===== src/rtl/nodf_module_status_tracker.sv =====
// Passive status tracker for one ap_ctrl_hs/chain HLS block: state, transaction counts, latency, interval, stalls.
// Define NODF_LATENCY_MINMAX_EN to add min_latency/max_latency outputs.
module nodf_module_status_tracker #(
    parameter int CNT_W = 32,
    parameter int LAT_W = 32
) (
    input  logic             clock,
    input  logic             reset,
    input  logic             ap_start,
    input  logic             ap_ready,
    input  logic             ap_done,
    input  logic             ap_continue,
    input  logic             finish,
    output logic [1:0]       state,
    output logic [CNT_W-1:0] start_cnt,
    output logic [CNT_W-1:0] done_cnt,
    output logic [LAT_W-1:0] last_latency,
    output logic [LAT_W-1:0] last_interval,
    output logic [LAT_W-1:0] stall_cycles,
    output logic             lat_valid,
    output logic             finished
`ifdef NODF_LATENCY_MINMAX_EN
    ,
    output logic [LAT_W-1:0] min_latency,
    output logic [LAT_W-1:0] max_latency
`endif
);

    localparam logic [1:0] S_IDLE = 2'd0;
    localparam logic [1:0] S_BUSY = 2'd1;
    localparam logic [1:0] S_WAIT = 2'd2;
    localparam logic [1:0] S_FIN  = 2'd3;

    localparam logic [LAT_W-1:0] LAT_ONE = {{(LAT_W-1){1'b0}}, 1'b1};
    localparam logic [CNT_W-1:0] CNT_ONE = {{(CNT_W-1){1'b0}}, 1'b1};

    logic [1:0]       cur_st;
    logic [1:0]       nxt_st;
    logic [LAT_W-1:0] lat_tmr;
    logic [LAT_W-1:0] ivl_tmr;
    logic [LAT_W-1:0] lat_now;
    logic             run;
    logic             active;
    logic             accept;
    logic             retire;
    logic             stall;

    function automatic logic [LAT_W-1:0] inc_l(input logic [LAT_W-1:0] v);
        return (&v) ? v : v + LAT_ONE;
    endfunction

    function automatic logic [CNT_W-1:0] inc_c(input logic [CNT_W-1:0] v);
        return (&v) ? v : v + CNT_ONE;
    endfunction

    // Handshake: a start is accepted when ap_start&ap_ready, a transaction retires when
    // ap_done&ap_continue; both are only observed here. ap_done in IDLE counts only if ap_start is up.
    always_comb begin
        run     = (cur_st != S_FIN) && !finish;
        active  = (cur_st == S_BUSY) || (cur_st == S_WAIT) || ((cur_st == S_IDLE) && ap_start);
        accept  = ap_start && ap_ready;
        retire  = active && ap_done && ap_continue;
        stall   = active && ap_done && !ap_continue;
        lat_now = (cur_st == S_IDLE) ? LAT_ONE : inc_l(lat_tmr);
    end

    always_ff @(posedge clock or negedge reset) begin
        if (!reset) begin
            cur_st <= S_IDLE;
        end else begin
            cur_st <= nxt_st;
        end
    end

    always_comb begin
        nxt_st = cur_st;
        if (cur_st != S_FIN) begin
            if (finish) begin
                nxt_st = S_FIN;
            end else if (active) begin
                if (retire) begin
                    // Same-cycle start+done from IDLE is a complete transaction
                    nxt_st = ((cur_st != S_IDLE) && ap_start) ? S_BUSY : S_IDLE;
                end else if (stall) begin
                    nxt_st = S_WAIT;
                end else if (cur_st == S_IDLE) begin
                    nxt_st = S_BUSY;
                end
            end
        end
    end

    always_comb begin
        state    = cur_st;
        finished = (cur_st == S_FIN);
    end

    always_ff @(posedge clock or negedge reset) begin
        if (!reset) begin
            start_cnt     <= '0;
            done_cnt      <= '0;
            last_latency  <= '0;
            last_interval <= '0;
            stall_cycles  <= '0;
            lat_tmr       <= '0;
            ivl_tmr       <= '0;
            lat_valid     <= 1'b0;
        end else if (run) begin
            // ivl_tmr stays 0 until the first accepted start, which keeps last_interval at 0
            if (accept) begin
                start_cnt <= inc_c(start_cnt);
                if (ivl_tmr != '0) begin
                    last_interval <= ivl_tmr;
                end
                ivl_tmr <= LAT_ONE;
            end else if (ivl_tmr != '0) begin
                ivl_tmr <= inc_l(ivl_tmr);
            end
            if (retire) begin
                done_cnt     <= inc_c(done_cnt);
                last_latency <= lat_now;
                lat_tmr      <= LAT_ONE;
            end else if (active) begin
                lat_tmr <= lat_now;
            end
            if (stall) begin
                stall_cycles <= inc_l(stall_cycles);
            end
            lat_valid <= retire;
        end else begin
            lat_valid <= 1'b0;
        end
    end

`ifdef NODF_LATENCY_MINMAX_EN
    always_ff @(posedge clock or negedge reset) begin
        if (!reset) begin
            min_latency <= '1;
            max_latency <= '0;
        end else if (run && retire) begin
            if (lat_now < min_latency) begin
                min_latency <= lat_now;
            end
            if (lat_now > max_latency) begin
                max_latency <= lat_now;
            end
        end
    end
`endif

endmodule


===== config.mk =====
export PLATFORM = sky130hd
export DESIGN_NAME = nodf_module_status_tracker
export DESIGN_NICKNAME = d
export VERILOG_FILES = /design/src/rtl/nodf_module_status_tracker.sv
export SDC_FILE = /design/constraint.sdc
export NUM_CORES = 1
export LEC_CHECK = 0
export ABC_AREA = 1
export CORE_ASPECT_RATIO = 0.5
export CORE_UTILIZATION = 35
export CTS_CLUSTER_DIAMETER = 200
export DETAILED_ROUTE_END_ITERATION = 10
export SYNTH_ARGS = -nofsm -noshare
export SYNTH_HDL_FRONTEND = slang
export SYNTH_SLANG_ARGS = --single-unit

===== constraint.sdc =====
create_clock -name clock -period 2.49 [get_ports clock]
set_clock_uncertainty 0.05 [all_clocks]
set_input_delay 0.498 -clock clock [delete_from_list [all_inputs] [get_ports clock]]
set_output_delay 0.498 -clock clock [all_outputs]
set_load 0.03 [all_outputs]

==> impl_metrics.env <==
export IMPL_num_fill_cells=4054
export IMPL_cts_tree="done"
export IMPL_clockRootBuffer="sky130_fd_sc_hd__clkbuf_16"
export IMPL_power_leakage_nw=7.86
export IMPL_maxCapViolations=0
export IMPL_htree_num_levels=1
export IMPL_netlist_instances=2111
export IMPL_worstPathCellList="clkdlybuf4s50_1"
export IMPL_finalWorstPathRequiredPeriod_ps=2340
export IMPL_post_dp_hpwl_mm=31.4
export IMPL_std_cell_rows=51
export IMPL_cts_buffers_inserted=24
export IMPL_worstPathMaxFanout=7
export IMPL_yosysTopAreaCell="sky130_fd_sc_hd__dfrtp_1"
export IMPL_synth_seq_cells=227
export IMPL_multiInputGateArea_um2=7320
export IMPL_layout_area_seq_um2=5680
export IMPL_setup_tns_final_ps=0
export IMPL_dieWidth_um=284
export IMPL_critical_path_slowest_cell="sky130_fd_sc_hd__clkdlybuf4s50_1"
export IMPL_layout_drive_gt1_share_pct=5.18
export IMPL_placedCellCount=2803
export IMPL_effective_utilization_at_floorplan_pct=35.6
export IMPL_critical_path_buf_inv_count=1
export IMPL_worst_setup_path_start_kind="flop"
export IMPL_placement_io_buffers=170
export IMPL_r2r_end="stall_cycles[15]"
export IMPL_cp_slowest_stage_delay_ps=740
export IMPL_critical_path_arrival_ps=1790
export IMPL_grt_total_usage_pct=20.7
export IMPL_floorplan_io_pins=171
export IMPL_post_synth_cell_area_avg_um2=6.58
export IMPL_ff2ff_path_depth=9
export IMPL_first_pass_grt_wire_length_mm=68.2
export IMPL_setup_viol=0
export IMPL_routabilityCongestion=0.948
export IMPL_net_count_synth=2126
export IMPL_dp_worst_setup_slack_ps=171
export IMPL_netlist_top_cells_count="sky130_fd_sc_hd__nand2_1 (987), sky130_fd_sc_hd__nor2_1 (284), sky130_fd_sc_hd__dfrtp_1 (227), sky130_fd_sc_hd__nand3_1 (156), sky130_fd_sc_hd__inv_1 (147)"
export IMPL_required_arrival_time_at_the_worst_endpoint_ps=1940
export IMPL_pwr_per_cell_area_nw_per_um2=792
export IMPL_async_reset_ff_share_pct=100
export IMPL_post_synth_num_cell_types=32
export IMPL_grt_setup_unrepaired="false"
export IMPL_cts_sinks=227
export IMPL_diodes=0
export IMPL_status="finished clean"
export IMPL_synth_most_common_cell="sky130_fd_sc_hd__nand2_1"
export IMPL_grt_pass1_vias=12700
export IMPL_number_of_antenna_violations_at_the_first_check_in_global_routing=0
export IMPL_slew_at_the_pin_closest_to_its_max_slew_limit_ps=633
export IMPL_drt_iter0_drc=961
export IMPL_final_critical_path_setup_slack_ps=154
export IMPL_r2r_setup_slack_ps=310
export IMPL_critical_path_top_delay_family="buffers and inverters"
export IMPL_floorplan_die_area_um2=40500
export IMPL_route_vias_total=13500
export IMPL_synth_cell_area_um2=13900
export IMPL_synthToLayoutAreaGrowth_pct=24.0
export IMPL_slew_viol_final=0
export IMPL_core_area_um2=39000
export IMPL_netlist_area_leader_share_pct=40.9
export IMPL_post_drt_via_cell_ratio=4.75
export IMPL_route_detailed_drc=0
export IMPL_antenna_violating_nets_post_route=0
export IMPL_routed_wirelength_mm=41.8
export IMPL_report_final_hold_viol_count=0
export IMPL_fmax_mhz=428
export IMPL_clock_path_buffers=3
export IMPL_grt_start_max_net_pins=60
export IMPL_synthTopCellsByArea="sky130_fd_sc_hd__dfrtp_1 (41%), sky130_fd_sc_hd__nand2_1 (27%), sky130_fd_sc_hd__nor2_1 (7.7%)"
export IMPL_first_pass_iters=5
export IMPL_synth_seq_area_share_pct=40.9
export IMPL_clkSlewWorstSetupHoldPaths_ps=70
export IMPL_path_class="flop to primary output"
export IMPL_layout_worst_path_cycle_share_pct=93.8
export IMPL_reg2reg_launch_point="stall_cycles[0]"
export IMPL_layout_nets=2315
export IMPL_synth_top_flop_cell="sky130_fd_sc_hd__dfrtp_1"
export IMPL_grt_overflow_total=0
export IMPL_slew_headroom_pct=57.5
export IMPL_cp_end_kind="primary output"
export IMPL_post_route_core_utilization_pct=44.2
export IMPL_holdCritPathClass="input pin to asynchronous set/reset pin"
export IMPL_yosysWarnings=0
export IMPL_insertion_delay_ps=550
export IMPL_final_cells=2848
export IMPL_synth_edff_count=0
export IMPL_wire_per_inst_um=14.7
export IMPL_floorplan_die_height_um=143
export IMPL_power_ir_vdd_worst_v=0.000677
[final cells by class]
type	instances	area share (%)
Multi-Input combinational cell	1679	42.5
Sequential cell	227	33.0
Timing Repair Buffer	214	12.6
Clock buffer	36	4.28
Tap cell	530	3.85
Inverter	154	3.37
Clock inverter	8	0.400
[state kept, by name, indices dropped and copies added, names as in the netlist]
register,flops
lat_tmr,32
stall_cycles,32
last_latency,32
lat_valid,1
done_cnt,32
start_cnt,32
state,2
last_interval,32
ivl_tmr,32
[where the power goes]
| part | internal (mW) | switching (mW) |
|---|---|---|
| clock network | 2.15 | 1.58 |
| registers | 4.31 | 0.741 |
| logic | 1.74 | 3.12 |
[cells in the final DEF, fill, tap and decap left out, drive strengths merged]
| cell type | count |
|---|---|
| a21o | 1 |
| ha | 8 |
| clkdlybuf4s50 | 168 |
| dfrtp | 227 |
| xor2 | 37 |
| a21oi | 2 |
| nand2 | 996 |
| nand3 | 163 |
| nand3b | 26 |
| buf | 44 |
| dlygate4sd3 | 1 |
| clkinv | 7 |
| clkbuf | 36 |
| a31oi | 2 |
| o21ai | 72 |
| xnor2 | 22 |
| nor2 | 292 |
| nor3 | 37 |
| and2 | 1 |
| bufinv | 1 |
| dlygate4sd2 | 1 |
| nand4 | 20 |
| inv | 154 |
[cell families (layout without fill, tap and decap cells)]
kind of cell | count (synthesis) | count (layout) | share of synthesized area [%]
and+or+nand+nor | 1535 | 1535 | 45.4
DFF | 227 | 227 | 40.9
buffers and inverters | 205 | 412 | 6.38
AOI/OAI and AO/OA | 77 | 77 | 2.81
xor gates and xnor gates | 59 | 59 | 3.72
adders and majority gates | 8 | 8 | 0.721
[worst reg2reg max path, delay by kind of cell, from the launching register on]
family / cells / cell delay, ps
DFF: 1 / 480
and+or+nand+nor: 5 / 690
adders and majority gates: 1 / 290
buffers and inverters: 2 / 400
AOI/OAI and AO/OA: 1 / 130
[worst max path at each step]
stage | cells past startpoint | startpoint | to
2_1_floorplan | 8 | state[0] | last_interval[10]
3_3_place_gp | 10 | ap_start | done_cnt[2]
3_5_place_dp | 10 | ap_start | done_cnt[5]
4_1_cts | 1 | done_cnt[2] | done_cnt[2]
5_1_grt | 10 | stall_cycles[0] | stall_cycles[6]
6_report | 1 | done_cnt[2] | done_cnt[2]
[per-layer routing]
layer  track usage, %  up-vias  part of all wire (%)
li1                 -     6966                     -
met1             29.4     6201                    49
met2             32.8      286                    44
met3             3.37       67                   4.4
met4             5.49        0                   2.4
met5                0        -                     0
[through the flow]
stage	hold slack (ps)	cell area (um^2)	power, mW
2_1_floorplan	152	13900	8.03
3_3_place_gp	415	16400	9.96
3_5_place_dp	416	16400	10.0
4_1_cts	408	17200	13.8
5_1_grt	458	17200	14.6
6_report	428	17200	13.6
[timing repair]
| action | CTS | global route |
|---|---|---|
| gates resized for setup | 1 | 0 |
| setup endpoints to repair | 1 | 0 |
| setup buffers | 0 | 0 |
| hold buffers | 1 | 0 |
| hold endpoints to repair | 51 | 0 |
(Power assumes the default switching activity.)
==> patch: new RTL, same flow settings <==
Register the output `done_cnt` once more, cleared by the reset; this adds one clock of latency there. The other outputs are not delayed to match.
--- a/src/rtl/nodf_module_status_tracker.sv
+++ b/src/rtl/nodf_module_status_tracker.sv
@@ -33,6 +33,8 @@
 
     localparam logic [LAT_W-1:0] LAT_ONE = {{(LAT_W-1){1'b0}}, 1'b1};
     localparam logic [CNT_W-1:0] CNT_ONE = {{(CNT_W-1){1'b0}}, 1'b1};
+
+    logic [CNT_W-1:0] done_cnt_s0;
 
     logic [1:0]       cur_st;
     logic [1:0]       nxt_st;
@@ -98,7 +100,7 @@
     always_ff @(posedge clock or negedge reset) begin
         if (!reset) begin
             start_cnt     <= '0;
-            done_cnt      <= '0;
+            done_cnt_s0   <= '0;
             last_latency  <= '0;
             last_interval <= '0;
             stall_cycles  <= '0;
@@ -117,7 +119,7 @@
                 ivl_tmr <= inc_l(ivl_tmr);
             end
             if (retire) begin
-                done_cnt     <= inc_c(done_cnt);
+                done_cnt_s0  <= inc_c(done_cnt_s0);
                 last_latency <= lat_now;
                 lat_tmr      <= LAT_ONE;
             end else if (active) begin
@@ -148,5 +150,13 @@
     end
 `endif
 
+    always_ff @(posedge clock or negedge reset) begin
+        if (!reset) begin
+            done_cnt <= '0;
+        end else begin
+            done_cnt <= done_cnt_s0;
+        end
+    end
+
 endmodule
 
Function: changed (Yosys sat finds a counterexample within 4 cycles, from zero or initial values and one cycle with reset low).
==> patch against the unedited design <==
- sequential cell count increased by 32
- area after synthesis increased by 5.9%
- routed wire length increased by 0.48%
- total power increased by 14%
- combinational power increased by 18%
- worst setup slack got worse by 0.054 ns
- via count increased by 1.9%
- clock power increased by 9.1%
- non-clock buffer count increased by 4
- final area increased by 5.3%
- utilization increased by 0.12 points
- critical path type unchanged
- largest cell class unchanged
- highest routed layer unchanged
==> patch: results (changes against the unedited design) <==
| Metric | Value |
|---|---|
| Gr usage total | `19.5% (-1.2 points)` |
| Worst hold slack | `0.364 ns (-0.0637 ns)` |
| Post-Syn Nets | `2157 (+1.5%)` |
| Final wirelength | `42.0 mm (+0.48%)` |
| First-pass GRT wire length | `68.7 mm (+0.77%)` |
| Nets | `2351 (+1.6%)` |
| Largest net degree at the start of global routing | `65 (+8.3%)` |
| Synth top cells by count | `nand2_1, nor2_1, dfrtp_1` |
| GPL Wtd Cong | `0.932 (-1.8%)` |
| Compound-cell area share of the yosys netlist | `2.83% (+0.021 points)` |
| CP arrival | `1.84 ns (+0.05 ns)` |
| Leakage power | `8.34 nW (+6.1%)` |
| Path depth of the worst reg2reg path | `11 (+2)` |
| CP peak stage delay | `0.68 ns (-0.06 ns)` |
| Hpwl dp | `31.2 mm (-0.53%)` |
| Crit-path max FO | `4 (-3)` |
| Post-Synth XOR/XNOR Area | `3.45% (-0.27 points)` |
| R2r endpoint | `start_cnt[18]$_DFFE_PN0P_` |
| Area contributors post-synth | `dfrtp_1, nand2_1, nor2_1` |
| Vias in the first global route | `13000 (+2.1%)` |
| Initial drt markers | `998 (+3.9%)` |
| Adder-cell share of the synthesized area | `0.681% (-0.040 points)` |
| Crit path capture | `finished` |
| Post-cts repair resize count | `0 (-1)` |
| Via-to-Cell Ratio | `4.76 (+0.32%)` |
| Seq/Total Area, Yosys | `44.1% (+3.1 points)` |
| CP Launch Point | `state[0]$_DFFE_PN0P_` |
| Reg-to-Reg Start | `start_cnt[0]$_DFFE_PN0P_` |
| Status | `finished, final reports clean` |
[patch: cell types whose count changed in the layout (fill, tap and decap cells not counted), moves of 4 or more]
cell,before,now
buf_4,33,38
clkinv_2,6,2
dfrtp_1,227,259
nand2_1,986,978
nand3_1,156,147
nand3_2,6,1
nand3b_1,26,41
nand4_1,20,26
nor2_1,283,278
o21ai_0,70,66
o21ai_1,2,11
[patch: cell type report]
cell class | count | area [um2]
Multi-Input combinational cell | 1677 | 7340
Timing Repair Buffer | 218 | 2180
Tap cell | 540 | 676
Inverter | 153 | 574
Sequential cell | 259 | 6480
Fill cell | 4205 | 22800
Clock inverter | 8 | 104
Clock buffer | 38 | 757
[patch: cell families after synthesis]
group,count (synthesis)
fa+ha+maj,8
xor+xnor,58
compound gates,83
buf+inv,206
simple gates,1528
flops,259
[patch: metrics by stage]
stage / utilization [%] / area (um2) / setup slack, ns / std cells
2_1_floorplan: - / 14700 / 0.343 / 2142
3_3_place_gp: 42.1 / 17200 / 0.238 / 2846
3_5_place_dp: 42.1 / 17200 / 0.218 / 2846
4_1_cts: 44.3 / 18100 / 0.0754 / 2893
5_1_grt: 44.3 / 18100 / 0.0551 / 2893
6_report: 44.3 / 18100 / 0.101 / 2893
[patch: layer usage]
metal	part of all wire (%)	GRT usage (%)	up-vias
met5	0	0	-
met4	2.1	4.26	0
met1	49	28.1	6374
met3	4.4	2.84	55
met2	45	31.1	269
li1	-	-	7079
[patch: power by group]
group,switching (mW),internal (mW),total [mW]
sequential,0.775,4.94,5.72
combinational,3.71,2.02,5.74
clock,1.75,2.32,4.07
total,6.24,9.28,15.5
[patch: worst max-delay path: cells and delay by family (launching register included)]
kind,cells,cell delay (ns)
adder cells (fa/ha/maj),1,0.21
buffers and inverters,1,0.68
flip-flops,1,0.40
